===== src/rtl/mem_arb_pkg.sv =====
// Shared types and constants for the instruction/data memory port arbiter.
// The write-control encoding matches the memory stage.
package mem_arb_pkg;

    typedef enum logic [1:0] {
        IDLE,
        BUSY_I,
        BUSY_D,
        RESP
    } arb_state_t;

    typedef enum logic {
        OWN_I,
        OWN_D
    } arb_owner_t;

    localparam logic [1:0] WC_BYTE = 2'b00;
    localparam logic [1:0] WC_HALF = 2'b01;
    localparam logic [1:0] WC_WORD = 2'b10;

    localparam int TIMER_W  = 8;
    localparam int STREAK_W = 4;

    // A data grant while a fetch is waiting extends the streak; otherwise the streak restarts.
    function automatic logic [STREAK_W-1:0] streakAfterDataGrant(
        input logic [STREAK_W-1:0] cur,
        input logic [STREAK_W-1:0] maxStreak,
        input logic                fetchPending
    );
        logic [STREAK_W-1:0] result;
        result = '0;
        if (fetchPending) begin
            result = (cur == maxStreak) ? cur : cur + STREAK_W'(1);
        end
        return result;
    endfunction

endpackage


===== src/rtl/mem_arb_timer.sv =====
// Memory-side wait counter: loads on grant, counts wait cycles,
// and flags expiry on the last allowed wait cycle.
module mem_arb_timer
    import mem_arb_pkg::*;
#(
    parameter int TIMEOUT = 64
) (
    input  logic               CLK,
    input  logic               reset,
    input  logic               i_clear,
    input  logic               i_load,
    input  logic [TIMER_W-1:0] i_loadValue,
    input  logic               i_enable,
    output logic               o_expired
);

    logic [TIMER_W-1:0] r_count;
    logic               w_expired;

    assign w_expired = (r_count == TIMER_W'(TIMEOUT - 1));
    assign o_expired = w_expired;

    // Holds at the expiry value rather than wrapping, so a late enable cannot re-arm it.
    always_ff @(posedge CLK or posedge reset) begin
        if (reset) begin
            r_count <= '0;
        end else if (i_clear) begin
            r_count <= '0;
        end else if (i_load) begin
            r_count <= i_loadValue;
        end else if (i_enable && !w_expired) begin
            r_count <= r_count + TIMER_W'(1);
        end
    end

endmodule


===== src/rtl/mem_port_arbiter.sv =====
// Arbitrates the fetch and data ports onto one variable-latency memory,
// with a fetch-starvation guard and a per-access memory timeout.
module mem_port_arbiter
    import mem_arb_pkg::*;
#(
    parameter int ADDR_W       = 32,
    parameter int DATA_W       = 32,
    parameter int MAX_D_STREAK = 4,
    parameter int TIMEOUT      = 64
) (
    input  logic              CLK,
    input  logic              reset,
    input  logic              i_req,
    input  logic [ADDR_W-1:0] i_addr,
    output logic [DATA_W-1:0] i_rdata,
    output logic              i_ready,
    output logic              i_err,
    input  logic              d_req,
    input  logic              d_we,
    input  logic [ADDR_W-1:0] d_addr,
    input  logic [DATA_W-1:0] d_wd,
    input  logic [1:0]        d_wc,
    output logic [DATA_W-1:0] d_rdata,
    output logic              d_ready,
    output logic              d_err,
    output logic              m_req,
    output logic              m_we,
    output logic [ADDR_W-1:0] m_addr,
    output logic [DATA_W-1:0] m_wd,
    output logic [1:0]        m_wc,
    input  logic              m_ack,
    input  logic [DATA_W-1:0] m_rdata
);

    arb_state_t r_state;
    arb_state_t w_nextState;
    arb_owner_t r_owner;

    logic [STREAK_W-1:0] r_streak;
    logic                w_streakFull;

    logic                w_grantI;
    logic                w_grantD;
    logic                w_done;
    logic                w_busy;
    logic                w_expired;
    logic [DATA_W-1:0]   w_respData;
    logic                w_respErr;

    logic              r_mReq;
    logic              r_mWe;
    logic [ADDR_W-1:0] r_mAddr;
    logic [DATA_W-1:0] r_mWd;
    logic [1:0]        r_mWc;
    logic [DATA_W-1:0] r_iRdata;
    logic              r_iReady;
    logic              r_iErr;
    logic [DATA_W-1:0] r_dRdata;
    logic              r_dReady;
    logic              r_dErr;

    assign w_streakFull = (r_streak == STREAK_W'(MAX_D_STREAK));
    assign w_busy       = (r_state == BUSY_I) || (r_state == BUSY_D);

    mem_arb_timer #(
        .TIMEOUT (TIMEOUT)
    ) u_timer (
        .CLK         (CLK),
        .reset       (reset),
        .i_clear     (r_state == RESP),
        .i_load      (w_grantI || w_grantD),
        .i_loadValue ('0),
        .i_enable    (w_busy && !m_ack),
        .o_expired   (w_expired)
    );

    always_ff @(posedge CLK or posedge reset) begin
        if (reset) begin
            r_state <= IDLE;
        end else begin
            r_state <= w_nextState;
        end
    end

    // Data normally wins a tie; a full streak hands the next grant to the waiting fetch.
    always_comb begin
        w_nextState = r_state;
        w_grantI    = 1'b0;
        w_grantD    = 1'b0;
        w_done      = 1'b0;
        case (r_state)
            IDLE: begin
                if (d_req && !(i_req && w_streakFull)) begin
                    w_nextState = BUSY_D;
                    w_grantD    = 1'b1;
                end else if (i_req) begin
                    w_nextState = BUSY_I;
                    w_grantI    = 1'b1;
                end
            end
            BUSY_I, BUSY_D: begin
                if (m_ack || w_expired) begin
                    w_nextState = RESP;
                    w_done      = 1'b1;
                end
            end
            RESP: begin
                w_nextState = IDLE;
            end
            default: begin
                w_nextState = IDLE;
            end
        endcase
    end

    // An ack arriving on the expiry cycle still counts as a successful access.
    always_comb begin
        w_respData = '0;
        w_respErr  = 1'b1;
        if (m_ack) begin
            w_respErr  = 1'b0;
            w_respData = r_mWe ? '0 : m_rdata;
        end
    end

    always_ff @(posedge CLK or posedge reset) begin
        if (reset) begin
            r_owner  <= OWN_I;
            r_streak <= '0;
            r_mReq   <= 1'b0;
            r_mWe    <= 1'b0;
            r_mAddr  <= '0;
            r_mWd    <= '0;
            r_mWc    <= WC_BYTE;
            r_iRdata <= '0;
            r_iReady <= 1'b0;
            r_iErr   <= 1'b0;
            r_dRdata <= '0;
            r_dReady <= 1'b0;
            r_dErr   <= 1'b0;
        end else begin
            r_iReady <= 1'b0;
            r_dReady <= 1'b0;
            if (w_grantD) begin
                r_owner  <= OWN_D;
                r_mReq   <= 1'b1;
                r_mWe    <= d_we;
                r_mAddr  <= d_addr;
                r_mWd    <= d_wd;
                r_mWc    <= d_wc;
                r_streak <= streakAfterDataGrant(r_streak, STREAK_W'(MAX_D_STREAK), i_req);
            end else if (w_grantI) begin
                r_owner  <= OWN_I;
                r_mReq   <= 1'b1;
                r_mWe    <= 1'b0;
                r_mAddr  <= i_addr;
                r_mWd    <= '0;
                r_mWc    <= WC_WORD;
                r_streak <= '0;
            end
            if (w_done) begin
                r_mReq <= 1'b0;
                if (r_owner == OWN_I) begin
                    r_iReady <= 1'b1;
                    r_iRdata <= w_respData;
                    r_iErr   <= w_respErr;
                end else begin
                    r_dReady <= 1'b1;
                    r_dRdata <= w_respData;
                    r_dErr   <= w_respErr;
                end
            end
        end
    end

    assign m_req   = r_mReq;
    assign m_we    = r_mWe;
    assign m_addr  = r_mAddr;
    assign m_wd    = r_mWd;
    assign m_wc    = r_mWc;
    assign i_rdata = r_iRdata;
    assign i_ready = r_iReady;
    assign i_err   = r_iErr;
    assign d_rdata = r_dRdata;
    assign d_ready = r_dReady;
    assign d_err   = r_dErr;

endmodule


===== config.mk =====
export PLATFORM = sky130hd
export DESIGN_NAME = mem_port_arbiter
export DESIGN_NICKNAME = d
export VERILOG_FILES = /design/src/rtl/mem_arb_pkg.sv /design/src/rtl/mem_arb_timer.sv /design/src/rtl/mem_port_arbiter.sv
export SDC_FILE = /design/constraint.sdc
export NUM_CORES = 1
export LEC_CHECK = 0
export ABC_CLOCK_PERIOD_IN_PS = 14540
export CORE_MARGIN = 1
export CORE_UTILIZATION = 46
export DETAILED_ROUTE_END_ITERATION = 8
export HOLD_SLACK_MARGIN = 0.05
export PLACE_DENSITY = 0.88
export SYNTH_ARGS = -nofsm -noshare
export SYNTH_HDL_FRONTEND = slang
export SYNTH_HIERARCHICAL = 1
export SYNTH_SLANG_ARGS = --single-unit

===== constraint.sdc =====
create_clock -name CLK -period 14.54 [get_ports CLK]
set_clock_uncertainty 0.15 [all_clocks]
set_input_delay 2.908 -clock CLK [delete_from_list [all_inputs] [get_ports CLK]]
set_output_delay 2.908 -clock CLK [all_outputs]
set_load 0.02 [all_outputs]

* Yosys cells after proc, flatten, opt, wreduce, memory -nomap -nowiden
Index checks and enable logic that the tools add are counted.
** Word-level totals
- Flip-flop bits (word level) :: 151
- Word-level logic and storage cells :: 82
** Operators by class
- $add $sub $neg :: 2
- Equal/unequal tests :: 8
- Mux-type cells :: 37
- Bitwise gates (word level) :: 1
- Reduce and logical (&&, ||, !) cells :: 19
** Operators by type and width (number)
- $mux W32 :: 6
- $mux W8 :: 3
- $mux W1 :: 18
- $mux W4 :: 4
- $mux W2 :: 5
- $add A8 B1 Y8 const B :: 1
- $eq A8 B6 Y1 const B :: 1
- $reduce_and A2 Y1 :: 4
- $ne A3 B3 Y1 const B :: 2
- $pmux W2 S3 :: 1
- $reduce_bool A3 Y1 :: 2
- $add A4 B1 Y4 const B :: 1
- $eq A2 B2 Y1 const B :: 2
- $eq A4 B3 Y1 const B :: 1
- $logic_and A1 B1 Y1 :: 4
- $logic_not A1 Y1 :: 3
- $logic_or A1 B1 Y1 :: 3
- $eq A2 B1 Y1 const B :: 1
- $logic_not A2 Y1 :: 1
- $ne A2 B2 Y1 const B :: 1
- $reduce_bool A2 Y1 :: 1
- $reduce_or A2 Y1 :: 1
- $not A1 Y1 :: 1

* Logic depth before layout (Yosys ltp)
- Word-level depth :: 9
- Gate-level depth with buffers :: 9

* By module
The synthesis kept the hierarchy.
** Modules (own cells, without submodules)
- mem_port_arbiter :: times used 1, cells each 492, area an instance 5744.3 sq um, sequential area each 3578.4 sq um
- mem_arb_timer :: times used 1, cells each 59, area an instance 588.1 sq um, sequential area each 200.2 sq um

* Worst setup path after synthesis
No wires, ideal clock.
- Path type :: input port to flip-flop
- Start point :: in d_req
- End point :: reg u_timer.r_count[2]
- Library setup time :: 0.104 ns
- Data arrival time :: 3.904 ns
- Required time :: 14.286 ns
- Slack :: 10.383 ns
- Cell stages on the path :: 5
- Buffers on the path :: 2
- Cells stage by stage :: o21ai_2 -> inv_2 -> buf_4 -> clkbuf_1 -> o41ai_2
** On the way
- Longest elaborated chain between the ends :: 6
- Elaborated cells on any way between the ends :: 9
- Classes of those cells :: mux: 6; reduce/logical: 3
** RTL lines
- start: declaration :: line mem_port_arbiter.sv:18 : input logic d_req,
- $logic_and A1 B1 Y1 * :: line mem_port_arbiter.sv:93 : if (d_req && !(i_req && w_streakFull)) begin
- $mux W1 :: line mem_port_arbiter.sv:93
- $mux W1 :: line mem_port_arbiter.sv:91 : case (r_state)
- $logic_or A1 B1 Y1 * :: line mem_port_arbiter.sv:71 : .i_load (w_grantI || w_grantD),
- $mux W8 :: line mem_arb_timer.sv:29 : end else if (i_load) begin
- $mux W8 :: line mem_arb_timer.sv:27 : end else if (i_clear) begin
- end signal: assignment :: line mem_arb_timer.sv:30 : r_count <= i_loadValue;
- end signal: assignment :: line mem_arb_timer.sv:32 : r_count <= r_count + TIMER_W'(1);
- end: declaration :: line mem_arb_timer.sv:17 : logic [TIMER_W-1:0] r_count;
Every way passes the cells marked *; elsewhere a longest branch is shown, timed or not.
A chain may end at the register's enable or synchronous reset.

* Worst setup path in the final report
- Start point :: in i_req
- End point :: reg r_mAddr[21] (netlist: m_addr[21])
** On the way
- Longest elaborated chain between the ends :: 6
- Elaborated cells on any way between the ends :: 10
- Classes of those cells :: mux: 6; reduce/logical: 4
** RTL lines
- start: declaration :: line mem_port_arbiter.sv:13 : input logic i_req,
- $logic_and A1 B1 Y1 :: line mem_port_arbiter.sv:93
- $logic_not A1 Y1 :: line mem_port_arbiter.sv:93
- $logic_and A1 B1 Y1 :: line mem_port_arbiter.sv:93
- $mux W1 :: line mem_port_arbiter.sv:93
- $mux W1 :: line mem_port_arbiter.sv:91
- $mux W32 or $reduce_bool A2 Y1 (tied branches)
- end signal: assignment :: line mem_port_arbiter.sv:148 : r_mAddr <= d_addr;
- end signal: assignment :: line mem_port_arbiter.sv:156 : r_mAddr <= i_addr;
- end: declaration :: line mem_port_arbiter.sv:52 : logic [ADDR_W-1:0] r_mAddr;
Parallel ways exist; a longest one is shown, timed or not.

==> metrics.yaml <==
floorplanning:
  io_pins: 272
  initial_core_util: 0.474
  core_um2: 13300
  dieArea_um2: 14200
  fp.dieH_um: 119
  rows: 42
  dieWidth_um: 119
job:
  drv_cap: 0
power:
  ir_drop_uv: 125
  p_per_area_nw_per_um2: 240
  leakage_uw: 0.00407
  fin_total_pwr_uw: 2340
placement:
  place.gp.congestion: 0.838
  dp_hpwl_um: 12500
  placement.cell_area_um2: 9110
  port_buffers: 271
  dp_worst_setup_slack_ps: 9110
setup_path:
  cp_cell_sequence: "clkdlybuf4s50_1 > o21ai_4 > inv_2 > o21ai_2 > buf_16 > o221a_1"
  cp-end-kind: "register"
  slowest_stage: "clkdlybuf4s50_1"
  cp_data_arrival_time_ps: 4830
  start_kind: "primary input"
  crit_fanout: 25
  cp_data_required_time_ps: 14690
  critPathKind: "primary input to register"
  slowest_delay_ps: 700
timing:
  worst_pin_slew_ps: 1110
  setup_slack_ps: 9850
  rsz0062_at_grt: "no"
  fin_tns_setup_ps: 0
  period_share: 0.322
  setup_viol: 0
  hold_viol_final: 0
  slew_viol_final: 0
  period_needed_ps: 4690
  fmaxAchievable_mhz: 213
  slew_headroom: 0.258
synthesis:
  syn_area_per_cell_um2: 11.5
  ys_ff_latch: 151
  netlist_area_um2: 6330
  async_flop_share: 1.00
  yosys.area.top_type: "dfrtp_1"
  yosysUniqueCellTypes: 50
  synth.area.top_cells: "dfrtp_1 60%, o221a_1 5.7%, a22o_1 4.7%"
  synth-edff-count: 0
  yosysSeqAreaShare: 0.597
  synth_top_area_share: 0.597
  ys.flop_type: "dfrtp_1"
  yosys_warnings: 6
  synthCells: 551
global_routing:
  first_global_vias: 5562
  grt_max_degree: 84
  grt_overflow: 0
  grt_usage: 0.255
  antenna_found_initial: 0
  grt_pass1_wl_um: 28200
clock_network:
  clock_path_buffers: 2
  worstSkewPairLatency_ps: 410
  htreeDepth: 4
  numCtsBuffers: 17
  cts-root-buf: "clkbuf_16"
  cts.sinks: 151
  ctsHoldBuffers: 0
  cts_resized: 0
  path_clk_slew_ps: 70
  cts_tree: "built"
  cts_setup_buffers: 0
layout:
  final_util: 0.729
  num-fill-cells: 911
  num-nets-final: 956
  syn_to_final_growth_pct: 53.6
  drive_gt1_frac: 0.0761
  antennaDiodeCount: 0
  final_area_um2: 9730
route:
  vias: 5485
  wl_per_cell_um: 17.9
  drc: 0
  drt_pass1_iterations: 5
  ant_nets: 0
  detail_route.vias_per_cell: 5.46
  wl_um: 18000
  drt_iter0_markers: 485
hold_path:
  hold_path.class: "register to register"
status:
  status: "completed"
-- report_power, final --
group | internal [uW] | switching (uW)
Combinational | 545 | 596
Clock | 257 | 183
Sequential | 621 | 134
-- stage by stage --
step | hold WS (ps) | instances
after detailed placement | 323 | 971
final | 334 | 1004
after global placement | 313 | 971
after global routing | 365 | 1004
after CTS | 337 | 1003
after floorplan | 308 | 558
-- synthesized netlist by cell type (3+ instances only) --
cell type  number
buf_2          22
o21ai_0        49
clkbuf_1       14
o21ai_2         3
a22o_1         34
inv_1          14
nor2b_1         4
a2111oi_2       3
dfrtp_1       151
o21ai_1        53
nand2b_1       32
ha_1            5
o221a_1        32
a21oi_1         5
nor2_1          8
nand2_1        73
a31oi_1         4
buf_12          4
-- layer usage --
layer	up-vias	GRT usage	routed length [um]
met3	22	0.0728	1600
li1	2498	-	-
met5	-	0	0
met2	295	0.434	8980
met1	2670	0.311	7090
met4	0	0.0859	286
-- final timing paths --
kind	start	endpoint	slack, ps	depth (start not counted)
hold reg to reg	d_rdata[27]$_DFFE_PP0P_	d_rdata[27]$_DFFE_PP0P_	330	2
setup reg to reg	r_state[1]$_DFFE_PP0P_	u_timer/r_count[6]$_DFFE_PP0P_	12160	7
hold / removal	d_rdata[27]$_DFFE_PP0P_	d_rdata[27]$_DFFE_PP0P_	330	2
setup / recovery	i_req	m_addr[21]$_DFFE_PP0P_	9850	6
min in group asynchronous	reset	u_timer/r_count[0]$_DFFE_PP0P_	2740	2
max in group asynchronous	reset	i_rdata[16]$_DFFE_PP0P_	10010	3
-- worst max-delay path: cells and delay by family --
family	cells	cell delay (ps)
buf+inv	3	1290
compound gates	3	610
-- kinds of logic after synthesis --
family | after synthesis | share of synthesized area
xor gates and xnor gates | 2 | 0.00277
AOI/OAI and AO/OA | 196 | 0.223
other | 1 | 0.000592
and+or+nand+nor | 139 | 0.118
buffers and inverters | 57 | 0.0490
adders and majority gates | 5 | 0.00988
DFF | 151 | 0.597
-- final cells by class --
cell class,count,area (um2),share of cell area
flip-flops and latches,151,3780,0.388
repair buffers,279,2790,0.287
multi-input cells,350,2280,0.234
clock buffers,17,425,0.0437
well taps,176,220,0.0226
clock inverters,15,165,0.0170
inverters,16,65.1,0.00669
-- placed cells by master (no fill, tap or decap), drive strengths merged, types with 2 or more instances in the layout --
cell / Yosys / routed
clkdlybuf4s50: 0 / 271
dfrtp: 151 / 151
o21ai: 106 / 106
nand2: 73 / 73
a22o: 34 / 34
nand2b: 33 / 33
o221a: 32 / 32
inv: 16 / 23
clkbuf: 14 / 17
nor2: 10 / 10
conb: 1 / 8
buf: 27 / 8
ha: 5 / 5
a21oi: 5 / 5
a31oi: 4 / 4
nor2b: 4 / 4
clkinv: 0 / 4
a2111oi: 3 / 3
nand3: 3 / 3
nor3: 3 / 3
and3: 2 / 2
nand4b: 2 / 2
o21a: 2 / 2
a221oi: 2 / 2
bufinv: 0 / 2
clkinvlp: 0 / 2
o31ai: 2 / 2
xor2: 2 / 2
-- registers in the layout, indices dropped and copies added, names as in the netlist --
| name | count |
|---|---|
| u_timer/r_count | 8 |
| m_addr | 32 |
| r_streak | 4 |
| m_req | 1 |
| d_rdata | 32 |
| i_ready | 1 |
| d_err | 1 |
| r_state | 2 |
| m_wd | 32 |
| i_rdata | 32 |
| i_err | 1 |
| r_owner | 1 |
| m_we | 1 |
| m_wc | 2 |
| d_ready | 1 |
(Power assumes the default switching activity.)
